==> src/rtl/pc_seq_pkg.sv <==
// Shared op codes and types for the program-counter sequencer.
// Imported by pc_sequencer and its return stack.
package pc_seq_pkg;

  typedef logic [2:0] pc_op_t;

  localparam pc_op_t OP_NEXT    = 3'd0;
  localparam pc_op_t OP_JUMP    = 3'd1;
  localparam pc_op_t OP_BRANCH  = 3'd2;
  localparam pc_op_t OP_CALL    = 3'd3;
  localparam pc_op_t OP_RET     = 3'd4;
  localparam pc_op_t OP_RECOUNT = 3'd5;
  localparam pc_op_t OP_HOLD    = 3'd6;

  function automatic int unsigned depth_w(input int unsigned n);
    return $clog2(n + 1);
  endfunction

endpackage

==> src/rtl/pc_sequencer_ret_stack.sv <==
// LIFO of return addresses; it only counts and stores, and
// leaves overflow/underflow policy to the sequencer.
module ret_stack
  import pc_seq_pkg::*;
#(
  parameter int unsigned DEPTH = 4,
  parameter int unsigned W     = 8,
  parameter int unsigned DW    = depth_w(DEPTH)
) (
  input  logic          clk,
  input  logic          reset,
  input  logic          clr,
  input  logic          push,
  input  logic          pop,
  input  logic [W-1:0]  push_data,
  output logic [W-1:0]  top,
  output logic [DW-1:0] depth,
  output logic          full,
  output logic          empty
);

  localparam int unsigned IW = (DEPTH > 1) ? $clog2(DEPTH) : 1;

  logic [W-1:0]  r_mem [DEPTH];
  logic [DW-1:0] r_depth;
  logic [DW-1:0] w_depth_m1;
  logic [IW-1:0] w_wr_idx;
  logic [IW-1:0] w_rd_idx;

  assign w_depth_m1 = r_depth - DW'(1);
  assign w_wr_idx   = r_depth[IW-1:0];
  assign w_rd_idx   = w_depth_m1[IW-1:0];

  always_ff @(posedge clk or posedge reset) begin
    if (reset) begin
      r_depth <= '0;
    end else if (clr) begin
      r_depth <= '0;
    end else if (push) begin
      r_depth <= r_depth + DW'(1);
    end else if (pop) begin
      r_depth <= w_depth_m1;
    end
  end

  // Contents need no reset: depth alone says what is valid.
  always_ff @(posedge clk) begin
    if (push && !clr) begin
      r_mem[w_wr_idx] <= push_data;
    end
  end

  assign top   = r_mem[w_rd_idx];
  assign depth = r_depth;
  assign full  = (r_depth == DW'(DEPTH));
  assign empty = (r_depth == '0);

endmodule

==> src/rtl/pc_sequencer.sv <==
// Program counter with return-address stack and sticky misuse flag.
// Define PC_SEQ_TRACE_EN to add last_src/last_vld transfer tracing.
module pc_sequencer
  import pc_seq_pkg::*;
#(
  parameter int unsigned ADDR_W      = 8,
  parameter int unsigned STACK_DEPTH = 4,
  parameter logic [ADDR_W-1:0] RESET_VEC = '0,
  parameter int unsigned DW = depth_w(STACK_DEPTH)
) (
  input  logic              clk,
  input  logic              reset,
  input  logic              en,
  input  pc_op_t            op,
  input  logic [ADDR_W-1:0] target,
  input  logic [ADDR_W-1:0] offset,
  input  logic              cond,
  output logic [ADDR_W-1:0] pc,
  output logic [DW-1:0]     depth,
  output logic              stack_full,
  output logic              stack_empty,
  output logic              err
`ifdef PC_SEQ_TRACE_EN
  ,
  output logic [ADDR_W-1:0] last_src,
  output logic              last_vld
`endif
);

  logic [ADDR_W-1:0] r_pc;
  logic              r_err;

  logic [ADDR_W-1:0] w_pc_nxt;
  logic [ADDR_W-1:0] w_pc_inc;
  logic [ADDR_W-1:0] w_top;
  logic              w_push;
  logic              w_pop;
  logic              w_err_set;
  logic              w_xfer;
  logic              w_recount;
  logic              w_full;
  logic              w_empty;

  assign w_pc_inc = r_pc + ADDR_W'(1);

  always_comb begin
    w_pc_nxt  = r_pc;
    w_push    = 1'b0;
    w_pop     = 1'b0;
    w_err_set = 1'b0;
    w_xfer    = 1'b0;
    w_recount = 1'b0;
    if (en) begin
      unique case (op)
        OP_NEXT: begin
          w_pc_nxt = w_pc_inc;
        end
        OP_JUMP: begin
          w_pc_nxt = target;
          w_xfer   = 1'b1;
        end
        OP_BRANCH: begin
          if (cond) begin
            w_pc_nxt = r_pc + offset;
            w_xfer   = 1'b1;
          end else begin
            w_pc_nxt = w_pc_inc;
          end
        end
        OP_CALL: begin
          // A call into a full stack is dropped, not taken.
          if (w_full) begin
            w_err_set = 1'b1;
          end else begin
            w_push   = 1'b1;
            w_pc_nxt = target;
            w_xfer   = 1'b1;
          end
        end
        OP_RET: begin
          if (w_empty) begin
            w_err_set = 1'b1;
          end else begin
            w_pop    = 1'b1;
            w_pc_nxt = w_top;
            w_xfer   = 1'b1;
          end
        end
        OP_RECOUNT: begin
          w_recount = 1'b1;
          w_pc_nxt  = RESET_VEC;
        end
        default: begin
          w_pc_nxt = r_pc;
        end
      endcase
    end
  end

  always_ff @(posedge clk or posedge reset) begin
    if (reset) begin
      r_pc  <= RESET_VEC;
      r_err <= 1'b0;
    end else begin
      r_pc <= w_pc_nxt;
      if (w_recount) begin
        r_err <= 1'b0;
      end else if (w_err_set) begin
        r_err <= 1'b1;
      end
    end
  end

  ret_stack #(
    .DEPTH (STACK_DEPTH),
    .W     (ADDR_W),
    .DW    (DW)
  ) u_stack (
    .clk       (clk),
    .reset     (reset),
    .clr       (w_recount),
    .push      (w_push),
    .pop       (w_pop),
    .push_data (w_pc_inc),
    .top       (w_top),
    .depth     (depth),
    .full      (w_full),
    .empty     (w_empty)
  );

  assign pc          = r_pc;
  assign err         = r_err;
  assign stack_full  = w_full;
  assign stack_empty = w_empty;

`ifdef PC_SEQ_TRACE_EN
  logic [ADDR_W-1:0] r_last_src;
  logic              r_last_vld;

  always_ff @(posedge clk or posedge reset) begin
    if (reset) begin
      r_last_src <= '0;
      r_last_vld <= 1'b0;
    end else if (w_recount) begin
      r_last_src <= '0;
      r_last_vld <= 1'b0;
    end else if (w_xfer) begin
      r_last_src <= r_pc;
      r_last_vld <= 1'b1;
    end
  end

  assign last_src = r_last_src;
  assign last_vld = r_last_vld;
`endif

endmodule

==> config.mk <==
export PLATFORM = sky130hd
export DESIGN_NAME = pc_sequencer
export DESIGN_NICKNAME = d
export VERILOG_FILES = /design/src/rtl/pc_seq_pkg.sv /design/src/rtl/pc_sequencer_ret_stack.sv /design/src/rtl/pc_sequencer.sv
export SDC_FILE = /design/constraint.sdc
export NUM_CORES = 1
export LEC_CHECK = 0
export ABC_AREA = 1
export BUFFER_PORTS_ARGS = -buffer_cell sky130_fd_sc_hd__buf_2
export CAP_MARGIN = 40
export CORE_MARGIN = 4
export CORE_UTILIZATION = 45
export CTS_CLUSTER_SIZE = 12
export DETAILED_ROUTE_END_ITERATION = 6
export GPL_ROUTABILITY_DRIVEN = 0
export PLACE_DENSITY = 0.69
export SETUP_SLACK_MARGIN = 0.2
export SLEW_MARGIN = 15
export SYNTH_ARGS = -nofsm -noshare
export SYNTH_HDL_FRONTEND = slang
export SYNTH_SLANG_ARGS = --single-unit
==> constraint.sdc <==
create_clock -name clk -period 2.91 [get_ports clk]
set_input_delay 0.582 -clock clk [delete_from_list [all_inputs] [get_ports clk]]
set_output_delay 0.582 -clock clk [all_outputs]
set_load 0.02 [all_outputs]
==> metrics.csv, run 1 <==
metric,value,unit
cpMostUsedCell,o21ai_0,
dieWidth,85.9,um
clock_latency,0.30,ns
drtPass1Iterations,5,
io_pins,37,
crit_slowest_cell,ha_1,
row_count,28,
cts_buffers,5,
synth.ff_latch_count,44,
grt_util_met3,0.0298,
io_buffer_count,36,
layout.nets,415,
ys_warn_count,0,
arrival,2.27,ns
r2r_setup_slack,0.82,ns
rsz0062_at_grt,false,
drive_gt1_frac,0.185,
drc_errors,0,
clkTransAtPathRegs,0.09,ns
grt_antenna_before_repair,0,
initial_core_util,0.461,
fin_crit,2.09,ns
diodes,0,
crit_type,register to register,
hold_path.class,input port to async pin,
htree_levels,2,
cts_hold_buf,0,
root_buffer,clkbuf_8,
path_cells,inv_1 > ha_1 > clkinv_1 > o21ai_0 > o21ai_0 > nand2_1 > nand3_1 > o21ai_0 > nand2_1,
crit_cells,9,
reg2reg_from,u_stack.depth[1]$_DFFE_PP0P_,
period_share,0.717,
p_int,1390,uW
tightest_slew,0.538,ns
p_sw,1100,uW
dr_total_vias,2365,
clock_skew,0.00622,ns
setup_viol,0,
maxCapViolations,0,
cp_top_family,adder cells,
die_h,85.9,um
design.core.area,5920,um2
grt_overflow,0,
grt-busiest-layer,met2,
area_delta_synth_final,14.3,%
status,"complete, no violations",
cts_buffer_depth,2,
tritoncts,yes,
path_max_fanout,10,
ys.flop_type,edfxtp_1,
ys_async_sr_fraction,0.273,
r2r_cells,9,
hpwlAfterDp,5.07,mm
combPwrFrac,0.477,
startpoint_type,register,
leakage,0.00151,uW
critPathLaunch,u_stack.depth[1]$_DFFE_PP0P_,
grt_use_total,0.192,
die_area,7380,um2
slew_violations,0,
netlist-cell-type-count,36,
p_clk_frac,0.164,
p_seq_frac,0.359,
nFillCells,556,
hold_viol_final,0,
wl_per_cell,14.6,um
grt_pass1_wl,10.9,mm
drt_wl_total,6.59,mm
met1_usage,0.270,
cts_resized,0,
grt_max_degree,20,
p_per_area,799,nW/um2
drt_iter0_drc,201,
postSynthCellCount,333,
ir_drop,0.550,mV
worst_slack,0.825,ns
syn_nets,371,
synth_edf_count,32,
cp_data_required_time,3.10,ns
place_ws,0.836,ns
sw_frac_of_total,0.443,
viasPerCell,5.22,
crit_end,pc[1]$_DFFE_PP0P_,
relSlewSlack,0.641,
crit_buf_inv,2,
postCtsSetupBuffers,0,
seq_area_frac_synth,0.462,
use_met2,0.307,
avgSynthCellArea,8.20,um2
reg2reg_to,pc[1]$_DFFE_PP0P_,
max_stage_delay,0.52,ns
max_freq,480,MHz
final.setup.tns,0,ns
syn_area,2730,um2
postRouteAntennaNets,0,
cts_sinks,44,
endpoint_kind,register,
grt_pass1_vias,2226,
## metrics by stage
step                 util  cells  total power [uW]  hold WS (ns)  cell area [um2]
floorplan               -    333              1730         0.447             2730
finish              0.527    453              2490         0.301             3120
global placement    0.510    445              2080         0.489             3020
detailed placement  0.510    445              2090         0.512             3020
global route        0.527    453              2700         0.344             3120
CTS                 0.527    453              2500         0.323             3120
## power by group through the flow
stage | registers (uW) | clock network, uW | logic [uW]
6_report | 896 | 409 | 1190
2_1_floorplan | 965 | 0 | 768
5_1_grt | 914 | 442 | 1340
3_3_place_gp | 905 | 0 | 1170
4_1_cts | 896 | 410 | 1190
3_5_place_dp | 910 | 0 | 1180
## cell families after synthesis
group | share of synthesized area
compound gates | 0.0949
xor+xnor | 0.0128
fa+ha+maj | 0.0715
buf+inv | 0.0825
flops | 0.462
simple gates | 0.276
## metal layers
metal / vias to the layer above / routed length, um
met5: - / 0
met4: 0 / 36
met3: 4 / 462
met2: 104 / 3090
met1: 1075 / 3010
li1: 1182 / -
## worst min path at each step
stage / cells past startpoint / end / startpoint / slack, ns
after floorplan: 1 / err$_DFFE_PP0P_ / reset / 0.45
after global placement: 2 / err$_DFFE_PP0P_ / err$_DFFE_PP0P_ / 0.49
after detailed placement: 2 / err$_DFFE_PP0P_ / err$_DFFE_PP0P_ / 0.51
after CTS: 2 / err$_DFFE_PP0P_ / reset / 0.32
after global routing: 2 / u_stack.depth[0]$_DFFE_PP0P_ / reset / 0.34
final: 2 / err$_DFFE_PP0P_ / reset / 0.30
## layout make-up
class	instances	area, um2	share of cell area
Clock buffer	6	82.6	0.0265
Clock inverter	2	15.0	0.00481
Inverter	50	190	0.0610
Multi-Input combinational cell	233	1240	0.399
Sequential cell	44	1260	0.404
Tap cell	75	93.8	0.0301
Timing Repair Buffer	43	233	0.0746
## flip-flops by register name (all words and copies together), names as in the netlist
signal         flops
u_stack.depth      3
pc                 8
err                1
u_stack.r_mem     32
## cell usage after synthesis (2+ instances only)
master	count	area share
clkinv_1	2	0.0028
nand2_2	2	0.0046
o211ai_1	3	0.0082
dfrtp_1	12	0.11
buf_2	4	0.0073
edfxtp_1	32	0.35
o21ai_1	4	0.0073
a21oi_1	18	0.033
nand4_1	2	0.0046
inv_2	7	0.0096
nand2_1	98	0.13
nor2_1	20	0.027
a31oi_1	4	0.0092
nand3_1	35	0.064
nor2_4	2	0.0082
ha_1	14	0.064
inv_1	40	0.055
o21ai_0	13	0.024
xor2_1	3	0.0096
o22ai_1	2	0.0046
## cells in the final DEF (no fill, tap or decap), types with 3 or more instances in the layout
cell type   n
a21oi_1    18
a31oi_1     4
buf_2      36
buf_4       7
clkbuf_8    6
dfrtp_1    12
edfxtp_1   32
ha_1       14
inv_1      40
inv_2       7
nand2_1    98
nand3_1    35
nor2_1     20
o211ai_1    3
o21ai_0    13
o21ai_1     4
xor2_1      3
## worst register-to-register path, stage by stage (launching register included)
cell,delay (ns)
dfrtp_1,0.40
inv_1,0.09
ha_1,0.52
clkinv_1,0.37
o21ai_0,0.16
o21ai_0,0.09
nand2_1,0.06
nand3_1,0.07
o21ai_0,0.16
nand2_1,0.07
No activity file was read; power rests on OpenSTA's default activity.
==> run 2, diff against run 1 <==
--- a/config.mk
+++ b/config.mk
@@ -5,7 +5,7 @@
 export SDC_FILE = /design/constraint.sdc
 export NUM_CORES = 1
 export LEC_CHECK = 0
-export ABC_AREA = 1
+export ABC_AREA = 0
 export BUFFER_PORTS_ARGS = -buffer_cell sky130_fd_sc_hd__buf_2
 export CAP_MARGIN = 40
 export CORE_MARGIN = 4
==> constraint.sdc (replaced) <==
create_clock -name clk -period 2.1 [get_ports clk]
set_input_delay 0.42 -clock clk [delete_from_list [all_inputs] [get_ports clk]]
set_output_delay 0.42 -clock clk [all_outputs]
set_load 0.02 [all_outputs]
==> run 2 against run 1 <==
Effect of this change:
- core utilization increased by 5.6 points
- critical path depth decreased by 2
- die area decreased by 4.0%
- synthesized area decreased by 4.4%
- register-to-register slack got worse by 0.73 ns
- total power increased by 58%
- worst setup slack got worse by 0.73 ns
- synthesized cell count decreased by 32%
- maximum frequency increased by 4.2%
- non-clock buffer count increased by 17
- sequential power increased by 42%
- clock-buffer cell count unchanged
- critical endpoint is now pc[6]$_DFFE_PP0P_
- largest power group unchanged
- highest routed layer unchanged
==> metrics.csv, run 2 <==
metric,value,unit
p_per_area,1210,nW/um2
drc_errors,0,
root_buffer,clkbuf_8,
startpoint_type,register,
hold_viol_final,0,
clock_skew,0.00402,ns
r2r_cells,7,
cp_data_required_time,2.28,ns
ys.flop_type,edfxtp_1,
nFillCells,485,
viasPerCell,5.69,
place_area,3060,um2
ir_drop,0.525,mV
postSynthCellCount,228,
layout.nets,321,
crit_slowest_cell,dfrtp_2,
max_freq,500,MHz
sw_frac_of_total,0.380,
seq_area_frac_synth,0.483,
clkTransAtPathRegs,0.09,ns
p_clk_frac,0.163,
grt_use_total,0.183,
endpoint_kind,register,
cts_hold_buf,0,
p_int,2440,uW
io_pins,37,
final_cell_mix,"buf_2, edfxtp_1, buf_4, a21oi_1, nor2_1",
ys_async_sr_fraction,0.273,
synth_common_cells,"edfxtp_1, a21oi_1, nor2_1",
relSlewSlack,0.657,
stdcell_area,3250,um2
syn_nets,266,
maxCapViolations,0,
wl_per_cell,17.6,um
die_area,7090,um2
synth_edf_count,32,
crit_buf_inv,0,
io_buffer_count,36,
netlist_top_cells_area,"edfxtp_1, dfrtp_1, mux4_1",
status,"complete, no violations",
path_max_fanout,3,
grt_antenna_before_repair,0,
synth_top_area_frac,0.368,
p_seq_frac,0.323,
path_cells,ha_4 > fa_2 > a21o_1 > a221oi_2 > xnor2_1 > o32ai_1 > o41ai_1,
cts_buffer_depth,2,
final.setup.tns,0,ns
synth.ff_latch_count,44,
max_stage_delay,0.44,ns
clock_latency,0.29,ns
grt_overflow,0,
combPwrFrac,0.514,
drtPass1Iterations,4,
dp.cells,345,
synth_most_common_cell,edfxtp_1,
drt_wl_total,6.28,mm
crit_type,register to register,
cts_sinks,44,
grt_pass1_vias,2012,
p_sw,1500,uW
netlist-cell-type-count,49,
postRouteAntennaNets,0,
diodes,0,
die_h,84.2,um
synth_top_area_cell,edfxtp_1,
final_common_cell,buf_2,
slew_violations,0,
drive_gt1_frac,0.345,
fin_crit,2.00,ns
row_count,27,
area_delta_synth_final,24.5,%
dr_total_vias,2024,
crit_cells,7,
design.core.area,5570,um2
tritoncts,yes,
ys_warn_count,0,
syn_area,2610,um2
leakage,0.00132,uW
p_total,3940,uW
largest_reg_flops,32,
initial_core_util,0.468,
hpwlAfterDp,4.66,mm
rsz0062_at_grt,true,
cts_buffers,5,
grt_pass1_wl,10.2,mm
hold_path.class,input port to async pin,
htree_levels,2,
period_share,0.953,
cp_top_family,compound AO/OA/AOI/OAI gates,
regMostFlops,u_stack.r_mem,
arrival,2.18,ns
grt_max_degree,23,
setup_viol,0,
tightest_slew,0.514,ns
dieWidth,84.2,um
drt_iter0_drc,137,
avgSynthCellArea,11.5,um2
fin_cells,356,
==> run 2: power groups by stage <==
stage               clock (uW)  combinational [uW]  sequential [uW]
CTS                        654                1950             1270
floorplan                    0                1180             1420
global route               697                2230             1290
global placement             0                1880             1280
detailed placement           0                1920             1280
finish                     644                2020             1270
==> run 2: timing repair <==
item / 4_1_cts / 5_1_grt
buffers inserted: 1 / 2
gates resized for setup: 5 / 11
pin swaps: 0 / 3
setup endpoints to repair: 29 / 42
hold endpoints to repair: 0 / 0
==> run 2: logic make-up (layout without fill, tap and decap cells) <==
kind of cell    Yosys count  after routing  share of synthesized area
compound gates           64             64                      0.161
mux                       8              8                     0.0791
fa+ha+maj                15             15                     0.0747
simple gates             63             63                      0.124
xor+xnor                 11             11                     0.0369
flops                    44             44                      0.483
buf+inv                  23             79                     0.0407
==> run 2: final timing paths <==
| check | slack [ns] | to | from |
|---|---|---|---|
| worst max-delay path | 0.1 | pc[6]$_DFFE_PP0P_ | pc[0]$_DFFE_PP0P_ |
| worst min-delay path | 0.14 | err$_DFFE_PP0P_ | reset |
| worst max register to register | 0.1 | pc[6]$_DFFE_PP0P_ | pc[0]$_DFFE_PP0P_ |
| worst min register to register | 0.56 | err$_DFFE_PP0P_ | err$_DFFE_PP0P_ |
| max in group asynchronous | 1.59 | u_stack.depth[0]$_DFFE_PP0P_ | reset |
| min in group clk | 0.52 | pc[1]$_DFFE_PP0P_ | target[1] |
==> run 2: cell type report <==
cell class	count	area (um2)	share of cell area
well taps	72	90.1	0.0277
clock inverters	2	35.0	0.0108
flip-flops and latches	44	1260	0.389
repair buffers	60	377	0.116
inverters	11	43.8	0.0135
multi-input cells	161	1370	0.421
clock buffers	6	72.6	0.0223
==> run 2: routing by layer <==
layer	up-vias	global-route usage	wire length [um]
met3	12	0.0402	240
met4	0	0.0716	110
met2	50	0.289	3150
met1	978	0.247	2780
li1	984	-	-
met5	-	0	0
==> run 2: through the flow <==
stage               setup WS, ns  hold slack (ns)   util
floorplan                  0.102            0.284      -
global placement          0.0480            0.478  0.549
detailed placement        -0.105            0.479  0.549
CTS                        0.102            0.153  0.573
global route              0.0211            0.180  0.583
finish                    0.0984            0.140  0.583
==> run 3, diff against run 2 <==
--- a/config.mk
+++ b/config.mk
@@ -10,6 +10,7 @@
 export CAP_MARGIN = 40
 export CORE_MARGIN = 4
 export CORE_UTILIZATION = 45
+export CTS_BUF_LIST = sky130_fd_sc_hd__clkbuf_8
 export CTS_CLUSTER_SIZE = 12
 export DETAILED_ROUTE_END_ITERATION = 6
 export GPL_ROUTABILITY_DRIVEN = 0
@@ -19,3 +20,4 @@
 export SYNTH_ARGS = -nofsm -noshare
 export SYNTH_HDL_FRONTEND = slang
 export SYNTH_SLANG_ARGS = --single-unit
+export TNS_END_PERCENT = 30
==> run 3 against run 2 <==
Effect of this change:
- sequential share of layout area rose by 0.34 points
- cell count decreased by 0.28%
- final area fell by 0.96%
- via count grew 0.89%
- worst hold slack worse by 0.0071 ns
- worst setup slack improved by 0.0055 ns
==> metrics.csv, run 3 (same netlist as run 2, synthesis figures left out) <==
metric,value,unit
leakage,0.00131,uW
drt_iter0_drc,111,
reg2reg_from,pc[0]$_DFFE_PP0P_,
grt_max_degree,23,
tightest_slew,0.536,ns
postRouteAntennaNets,0,
status,"complete, no violations",
viasPerCell,5.75,
period_share,0.951,
final_cell_mix,"buf_2, edfxtp_1, buf_4, a21oi_1, nor2_1",
multiInputGateArea,1370,um2
hold_viol_final,0,
maxCapViolations,0,
arrival,2.18,ns
dp.cells,344,
clkTransAtPathRegs,0.09,ns
regMostFlops,u_stack.r_mem,
ir_drop,0.493,mV
io_buffer_count,36,
grt_pass1_wl,10.0,mm
dr_total_vias,2042,
drt_wl_total,6.15,mm
io_pins,37,
path_max_fanout,2,
fin_cells,355,
fin_crit,2.00,ns
r2r_cells,7,
row_count,27,
clock_latency,0.29,ns
endpoint_kind,register,
final_core_util,0.578,
grt_use_total,0.181,
wl_per_cell,17.3,um
hpwlAfterDp,4.63,mm
initial_core_util,0.468,
cp_data_required_time,2.28,ns
relSlewSlack,0.641,
final_common_cell,buf_2,
tritoncts,yes,
root_buffer,clkbuf_8,
max_freq,501,MHz
reg2reg_to,pc[6]$_DFFE_PP0P_,
die_h,84.2,um
crit_type,register to register,
cts_sinks,44,
die_area,7090,um2
diodes,0,
drc_errors,0,
p_per_area,1180,nW/um2
cts_buffer_depth,2,
rsz0062_at_grt,true,
drive_gt1_frac,0.343,
grt_antenna_before_repair,0,
largest_reg_flops,32,
clock_skew,0.00881,ns
grt_pass1_vias,1987,
dieWidth,84.2,um
layout.nets,320,
setup_viol,0,
cts_buffers,5,
htree_levels,2,
startpoint_type,register,
cts_hold_buf,0,
area_delta_synth_final,23.3,%
grt_overflow,0,
nFillCells,475,
slew_violations,0,
register_area,1260,um2
r2r_setup_slack,0.10,ns
design.core.area,5570,um2
drtPass1Iterations,4,
hold_path.class,input port to async pin,
-- run 3: changes by cell type in the layout (fill, tap and decap cells not counted), sizes merged --
cell,change
buf,-1
bufinv,-1
clkbuf,-1
clkinvlp,+1
inv,+1
-- run 3: area by class of cell --
class	count	share of cell area
Multi-Input combinational cell	161	0.425
Clock buffer	5	0.0214
Timing Repair Buffer	59	0.113
Sequential cell	44	0.393
Tap cell	72	0.0280
Inverter	11	0.0136
Clock inverter	3	0.00622
-- run 3: per-layer routing --
layer	up-vias	part of all wire	GRT usage	wire, um
li1	977	-	-	-
met1	984	0.42	0.240	2560
met2	67	0.50	0.297	3090
met3	14	0.059	0.0324	360
met4	0	0.024	0.0673	145
met5	-	0	0	0
-- run 3: what timing repair did --
item,CTS,global route
pin swaps,3,5
gates resized for setup,9,6
setup endpoints to repair,29,42
setup buffers,2,1
-- run 3: worst max path at each step --
stage	cells after the start	to	slack (ns)	startpoint
after global placement	8	pc[7]$_DFFE_PP0P_	-0.02	offset[1]
after floorplan	6	u_stack.r_mem[0][0]$_DFFE_PP_	0.10	u_stack.depth[0]$_DFFE_PP0P_
after detailed placement	8	pc[7]$_DFFE_PP0P_	-0.13	offset[1]
after CTS	7	pc[6]$_DFFE_PP0P_	-0.007	pc[0]$_DFFE_PP0P_
after global routing	7	pc[6]$_DFFE_PP0P_	0.02	pc[0]$_DFFE_PP0P_
final	7	pc[6]$_DFFE_PP0P_	0.10	pc[0]$_DFFE_PP0P_
-- run 3: power by group --
| part | internal [uW] | switching (uW) |
|---|---|---|
| logic | 916 | 1090 |
| registers | 1150 | 112 |
| clock network | 232 | 298 |
| total | 2300 | 1500 |
-- run 3: critical path: stages (launching register included) --
cell and delay [ns]:
dfrtp_2 0.43, ha_4 0.17, fa_2 0.34, a21o_1 0.20, a221oi_2 0.25, xnor2_1 0.15
o32ai_1 0.10, o41ai_2 0.24
-- run 3: through the flow --
stage / worst slack, ns / power (uW) / TNS (ns) / hold WS, ns / cell area [um2]
after floorplan: 0.102 / 2590 / 0 / 0.285 / 2690
after global placement: -0.0216 / 3150 / -0.0216 / 0.483 / 3040
after detailed placement: -0.134 / 3180 / -0.231 / 0.474 / 3040
after CTS: -0.00730 / 3770 / -0.00730 / 0.150 / 3180
after global routing: 0.0214 / 4060 / 0 / 0.172 / 3220
final: 0.104 / 3800 / 0 / 0.133 / 3220
